==> config.mk <==
export PLATFORM = sky130hd
export DESIGN_NAME = cpu8_out_fifo
export DESIGN_NICKNAME = d
export VERILOG_FILES = /design/src/rtl/cpu8_out_fifo_pkg.sv /design/src/rtl/cpu8_sync_fifo.sv /design/src/rtl/cpu8_out_fifo.sv
export SDC_FILE = /design/constraint.sdc
export NUM_CORES = 1
export LEC_CHECK = 0
export CORE_ASPECT_RATIO = 0.7
export CORE_MARGIN = 2
export CORE_UTILIZATION = 55
export DETAILED_ROUTE_END_ITERATION = 16
export GPL_ROUTABILITY_DRIVEN = 0
export GPL_TIMING_DRIVEN = 0
export PLACE_DENSITY_LB_ADDON = 0.1
export SLEW_MARGIN = 5
export SYNTH_ARGS = -nofsm -noshare
export SYNTH_HDL_FRONTEND = slang
export SYNTH_SLANG_ARGS = --single-unit
==> constraint.sdc <==
create_clock -name clk -period 5.5 [get_ports clk]
set_input_delay 1.1 -clock clk [delete_from_list [all_inputs] [get_ports clk]]
set_output_delay 1.1 -clock clk [all_outputs]
set_load 0.05 [all_outputs]
==> src/rtl/cpu8_out_fifo_pkg.sv <==
// Shared definitions for the CPU8 memory-mapped output port.
// Holds the bus addresses of the port, the status-byte bit layout and a
// helper that assembles the status byte from the FIFO state.
package cpu8_out_fifo_pkg;

  localparam logic [7:0] CPU8_IO_DATA_ADDR = 8'h0F;
  localparam logic [7:0] CPU8_IO_STAT_ADDR = 8'h0E;

  localparam int unsigned STAT_FULL    = 32'd0;
  localparam int unsigned STAT_EMPTY   = 32'd1;
  localparam int unsigned STAT_OVF     = 32'd2;
  localparam int unsigned STAT_CNT_LSB = 32'd4;

  // Status byte: {count[3:0], 1'b0, overflow, empty, full}; bit 3 reads as zero.
  function automatic logic [7:0] stat_byte(input logic [3:0] count,
                                           input logic       ovf,
                                           input logic       empty,
                                           input logic       full);
    logic [7:0] s;
    s                      = 8'h00;
    s[STAT_CNT_LSB +: 4]   = count;
    s[STAT_OVF]            = ovf;
    s[STAT_EMPTY]          = empty;
    s[STAT_FULL]           = full;
    return s;
  endfunction

endpackage

==> src/rtl/cpu8_sync_fifo.sv <==
// Generic DEPTH x 8 synchronous FIFO.
// Ports:
//   clk, reset (async, active-low)
//   push/din   - write request and byte; accepted when not full, or when
//                full but a pop happens in the same cycle
//   pop        - read request; ignored while empty
//   dout       - head byte, forced to 8'h00 while empty (no fall-through)
//   full/empty - occupancy flags
//   count      - number of stored bytes, 0..DEPTH
module cpu8_sync_fifo #(
  parameter int unsigned DEPTH = 32'd8
) (
  input  logic       clk,
  input  logic       reset,
  input  logic       push,
  input  logic [7:0] din,
  input  logic       pop,
  output logic [7:0] dout,
  output logic       full,
  output logic       empty,
  output logic [3:0] count
);

  localparam int unsigned AW      = (DEPTH > 32'd1) ? $clog2(DEPTH) : 32'd1;
  localparam logic [3:0]  DEPTH_C = 4'(DEPTH);

  logic [7:0]    mem_r [DEPTH];
  logic [AW-1:0] wr_ptr_r;
  logic [AW-1:0] rd_ptr_r;
  logic [3:0]    count_r;
  logic          do_push_s;
  logic          do_pop_s;

  // Qualify requests: a pop frees the slot a same-cycle push may then take.
  always_comb begin
    empty     = (count_r == 4'd0);
    full      = (count_r == DEPTH_C);
    do_pop_s  = pop && !empty;
    do_push_s = push && (!full || do_pop_s);
  end

  // Pointers wrap naturally because DEPTH is a power of two.
  always_ff @(posedge clk or negedge reset) begin
    if (!reset) begin
      wr_ptr_r <= '0;
      rd_ptr_r <= '0;
      count_r  <= 4'd0;
    end else begin
      if (do_push_s) begin
        wr_ptr_r <= wr_ptr_r + 1'b1;
      end
      if (do_pop_s) begin
        rd_ptr_r <= rd_ptr_r + 1'b1;
      end
      case ({do_push_s, do_pop_s})
        2'b10:   count_r <= count_r + 4'd1;
        2'b01:   count_r <= count_r - 4'd1;
        default: count_r <= count_r;
      endcase
    end
  end

  // Storage array; cleared on reset so no stale byte can ever be presented.
  always_ff @(posedge clk or negedge reset) begin
    if (!reset) begin
      mem_r <= '{default: 8'h00};
    end else if (do_push_s) begin
      mem_r[wr_ptr_r] <= din;
    end
  end

  // Head byte, held at zero while nothing is stored.
  always_comb begin
    if (empty) begin
      dout = 8'h00;
    end else begin
      dout = mem_r[rd_ptr_r];
    end
  end

  assign count = count_r;

endmodule

==> src/rtl/cpu8_out_fifo.sv <==
// Memory-mapped output port on the CPU8 bus.
// CPU writes to DATA_ADDR push a byte into a FIFO that drains over a
// valid/ready stream; STAT_ADDR is a side-effect-free status register whose
// write with data_in[2]=1 clears the sticky overflow flag.
// Ports:
//   clk, reset (async, active-low)
//   address, data_in, write - CPU bus (write is a one-cycle strobe)
//   rd_data, rd_hit         - status byte and its address decode
//   wr_hit                  - tells the top to suppress the RAM write
//   out_data, out_valid, out_ready - downstream stream
//   overflow                - sticky: a push was dropped
module cpu8_out_fifo
  import cpu8_out_fifo_pkg::*;
#(
  parameter int unsigned DEPTH     = 32'd8,
  parameter logic [7:0]  DATA_ADDR = CPU8_IO_DATA_ADDR,
  parameter logic [7:0]  STAT_ADDR = CPU8_IO_STAT_ADDR
) (
  input  logic       clk,
  input  logic       reset,
  input  logic [7:0] address,
  input  logic [7:0] data_in,
  input  logic       write,
  output logic [7:0] rd_data,
  output logic       rd_hit,
  output logic       wr_hit,
  output logic [7:0] out_data,
  output logic       out_valid,
  input  logic       out_ready,
  output logic       overflow
);

  logic       data_hit_s;
  logic       push_s;
  logic       pop_s;
  logic       clr_s;
  logic       drop_s;
  logic       full_s;
  logic       empty_s;
  logic [3:0] count_s;
  logic       overflow_r;

  cpu8_sync_fifo #(
    .DEPTH (DEPTH)
  ) u_fifo (
    .clk   (clk),
    .reset (reset),
    .push  (push_s),
    .din   (data_in),
    .pop   (pop_s),
    .dout  (out_data),
    .full  (full_s),
    .empty (empty_s),
    .count (count_s)
  );

  // Bus decode, stream handshake and status byte assembly.
  always_comb begin
    rd_hit     = (address == STAT_ADDR);
    data_hit_s = (address == DATA_ADDR);
    wr_hit     = write && (data_hit_s || rd_hit);
    push_s     = write && data_hit_s;
    clr_s      = write && rd_hit && data_in[STAT_OVF];
    out_valid  = !empty_s;
    pop_s      = out_valid && out_ready;
    // A full FIFO only drops when no pop frees a slot in the same cycle.
    drop_s     = push_s && full_s && !pop_s;
    rd_data    = stat_byte(count_s, overflow_r, empty_s, full_s);
  end

  // Sticky overflow flag; set and clear never coincide (different addresses).
  always_ff @(posedge clk or negedge reset) begin
    if (!reset) begin
      overflow_r <= 1'b0;
    end else if (drop_s) begin
      overflow_r <= 1'b1;
    end else if (clr_s) begin
      overflow_r <= 1'b0;
    end else begin
      overflow_r <= overflow_r;
    end
  end

  assign overflow = overflow_r;

endmodule
==> results.yml <==
drt:
  drc: 0
  vias: 2204
  dr.first_iter.drc_count: 79
  routed_wl_mm: 7.32
  final_antenna_net_count: 0
  dr.pass1.iters: 4
  avgViaCountPerCell: 5.85
  routedWlPerCell_um: 19.4
setup_path:
  crit_fanout: 5
  cp-end-kind: "output port"
  critPathRequiredTime_ps: 4400
  path_class: "input port to output port"
  worstPathArrival_ps: 3250
  path_cells: "clkdlybuf4s50_1 -> or4_4 -> nor2_1 -> and2_1 -> clkdlybuf4s50_1"
  r2r-start: "u_fifo.count[1]"
  path_common_cell: "clkdlybuf4s50_1"
  slowest_delay_ps: 800
  startpoint_type: "input port"
  cp-startpoint: "address[7]"
  cp_slowest_cell: "clkdlybuf4s50_1"
cts:
  clockRootBuffer: "clkbuf_8"
  insertion_delay_ps: 340
  cts.sinks: 75
  cts_hold_buf: 0
  cts_tree: "done"
  clk_pin_slew_ps: 70
  cts_resized: 0
  cts_setup_buffers: 0
  cts_made_buffers: 9
  htreeDepth: 3
  cts_max_path_buffers: 2
floorplan:
  die-area_um2: 7300
  std_cell_rows: 24
  coreArea_um2: 6310
  initial_utilization: 0.578
  die_width_um: 101
  io_pins: 40
  die_y_um: 72.1
sta:
  period_share: 0.790
  slew_headroom: 0.477
  setup_viol: 0
  max_freq_mhz: 230
  hold_violations: 0
  worst_pin_slew_ps: 784
  min_period_ps: 4350
  fin_skew_ps: 8.73
  fin_hold_ws_ps: 505
  tns_ps: 0
  rsz0062_at_grt: "false"
  drv_slew: 0
grt:
  antenna_found_initial: 0
  overflow: 0
  grt_pass1_vias: 2228
  grt_pass1_wl_mm: 12.0
  grt_max_degree: 45
  grt_use_total: 0.224
placed_design:
  dp_hpwl_mm: 4.96
  port_buffers: 38
pwr:
  p_leak_nw: 2.05
  p_per_area_nw_per_um2: 344
  ir_drop_mv: 0.206
  total_power_mw: 1.50
yosys:
  netlist_top_cells_area: "dfrtp_1 51%, mux2_2 20%, mux4_2 9.9%"
  synth_seq_cells: 75
  synth_top_area_cell: "dfrtp_1"
  synth_cell_types: 39
  ys_async_sr_fraction: 1.00
  yosys_warnings: 0
  synthFlopType: "dfrtp_1"
  syn_avg_cell_area_um2: 14.8
  syn_nets: 271
  synth.most_common_cell: "dfrtp_1"
  synth_edf_count: 0
  yosysSeqAreaShare: 0.515
  synthTopCellsByCount: "75 x dfrtp_1, 66 x mux2_2, 16 x mux4_2"
  synthesis.area_um2: 3640
  netlist_instances: 246
  synth_top_area_share: 0.515
flow_run:
  maxCapViolCount: 0
cells_and_area:
  areaGrowthSynthToFinish_pct: 19.3
  drive_gt1_frac: 0.385
  diodes: 0
  nNetsFinal: 321
hold_path:
  hp-start: "u_fifo.mem_r[54]"
  hp-class: "flop to flop"
outcome:
  status: "finished clean"
## where the power goes
part	internal [mW]	total (mW)	switching (mW)
combinational	0.182	0.453	0.271
clock	0.241	0.430	0.189
sequential	0.583	0.614	0.0308
total	1.01	1.50	0.490
## final timing paths
path	slack (ps)	cells after the start	endpoint
setup / recovery	1150	5	wr_hit
hold / removal	510	1	u_fifo.mem_r[54]
setup reg to reg	2650	11	u_fifo.count[2]
hold reg to reg	510	1	u_fifo.mem_r[54]
max in group asynchronous	4240	2	u_fifo.wr_ptr_r[2]
min in group asynchronous	700	1	u_fifo.mem_r[1]
## logic make-up (layout without fill, tap and decap cells)
| family | after synthesis | in the layout | synth area share |
|---|---|---|---|
| buffers and inverters | 16 | 69 | 0.0209 |
| xor gates and xnor gates | 9 | 9 | 0.0216 |
| DFF | 75 | 75 | 0.515 |
| other | 1 | 1 | 0.00103 |
| AOI/OAI and AO/OA | 10 | 10 | 0.0189 |
| and+or+nand+nor | 39 | 39 | 0.0776 |
| adders and majority gates | 5 | 5 | 0.0172 |
| muxes | 91 | 91 | 0.328 |
## final cells by class
class	count	area [um^2]
fillers	445	1960
flip-flops and latches	75	1880
multi-input cells	155	1690
repair buffers	39	405
clock buffers	12	165
well taps	78	97.6
plain buffers	12	61.3
clock inverters	2	35.0
inverters	4	15.0
## layer usage
layer | share of wire | GRT usage
met2 | 0.47 | 0.348
met1 | 0.47 | 0.323
met5 | 0 | 0
met4 | 0.0072 | 0.0526
met3 | 0.048 | 0.0588
## cells in the final DEF (no fill, tap or decap), types with 3 or more instances in the layout
| master | count |
|---|---|
| a21oi_1 | 3 |
| buf_1 | 3 |
| buf_4 | 5 |
| clkbuf_1 | 4 |
| clkbuf_8 | 12 |
| clkdlybuf4s50_1 | 37 |
| dfrtp_1 | 75 |
| ha_1 | 5 |
| inv_1 | 3 |
| mux2_2 | 66 |
| mux2i_1 | 8 |
| mux4_2 | 16 |
| nand2_1 | 5 |
| nand3_1 | 4 |
| nor2_1 | 12 |
| xnor2_1 | 5 |
| xor2_1 | 4 |
## state kept, by name, summed over array words and instances, names as in the netlist
signal	flops
u_fifo.count	4
overflow	1
u_fifo.rd_ptr_r	3
u_fifo.wr_ptr_r	3
u_fifo.mem_r	64
## critical path, delay by kind of cell
family | cells | cell delay (ps)
and+or+nand+nor | 3 | 940
buffers and inverters | 2 | 1200
## metrics by stage
stage                     instances  setup WS [ps]  utilization  cell area (um^2)
after floorplan                 246           1640            -              3640
after global placement          362            722        0.654              4120
after detailed placement        363           1160        0.658              4150
after CTS                       377           1100        0.689              4350
after global routing            377            931        0.689              4350
final                           377           1150        0.689              4350
Power figures use the tool's default switching activity.
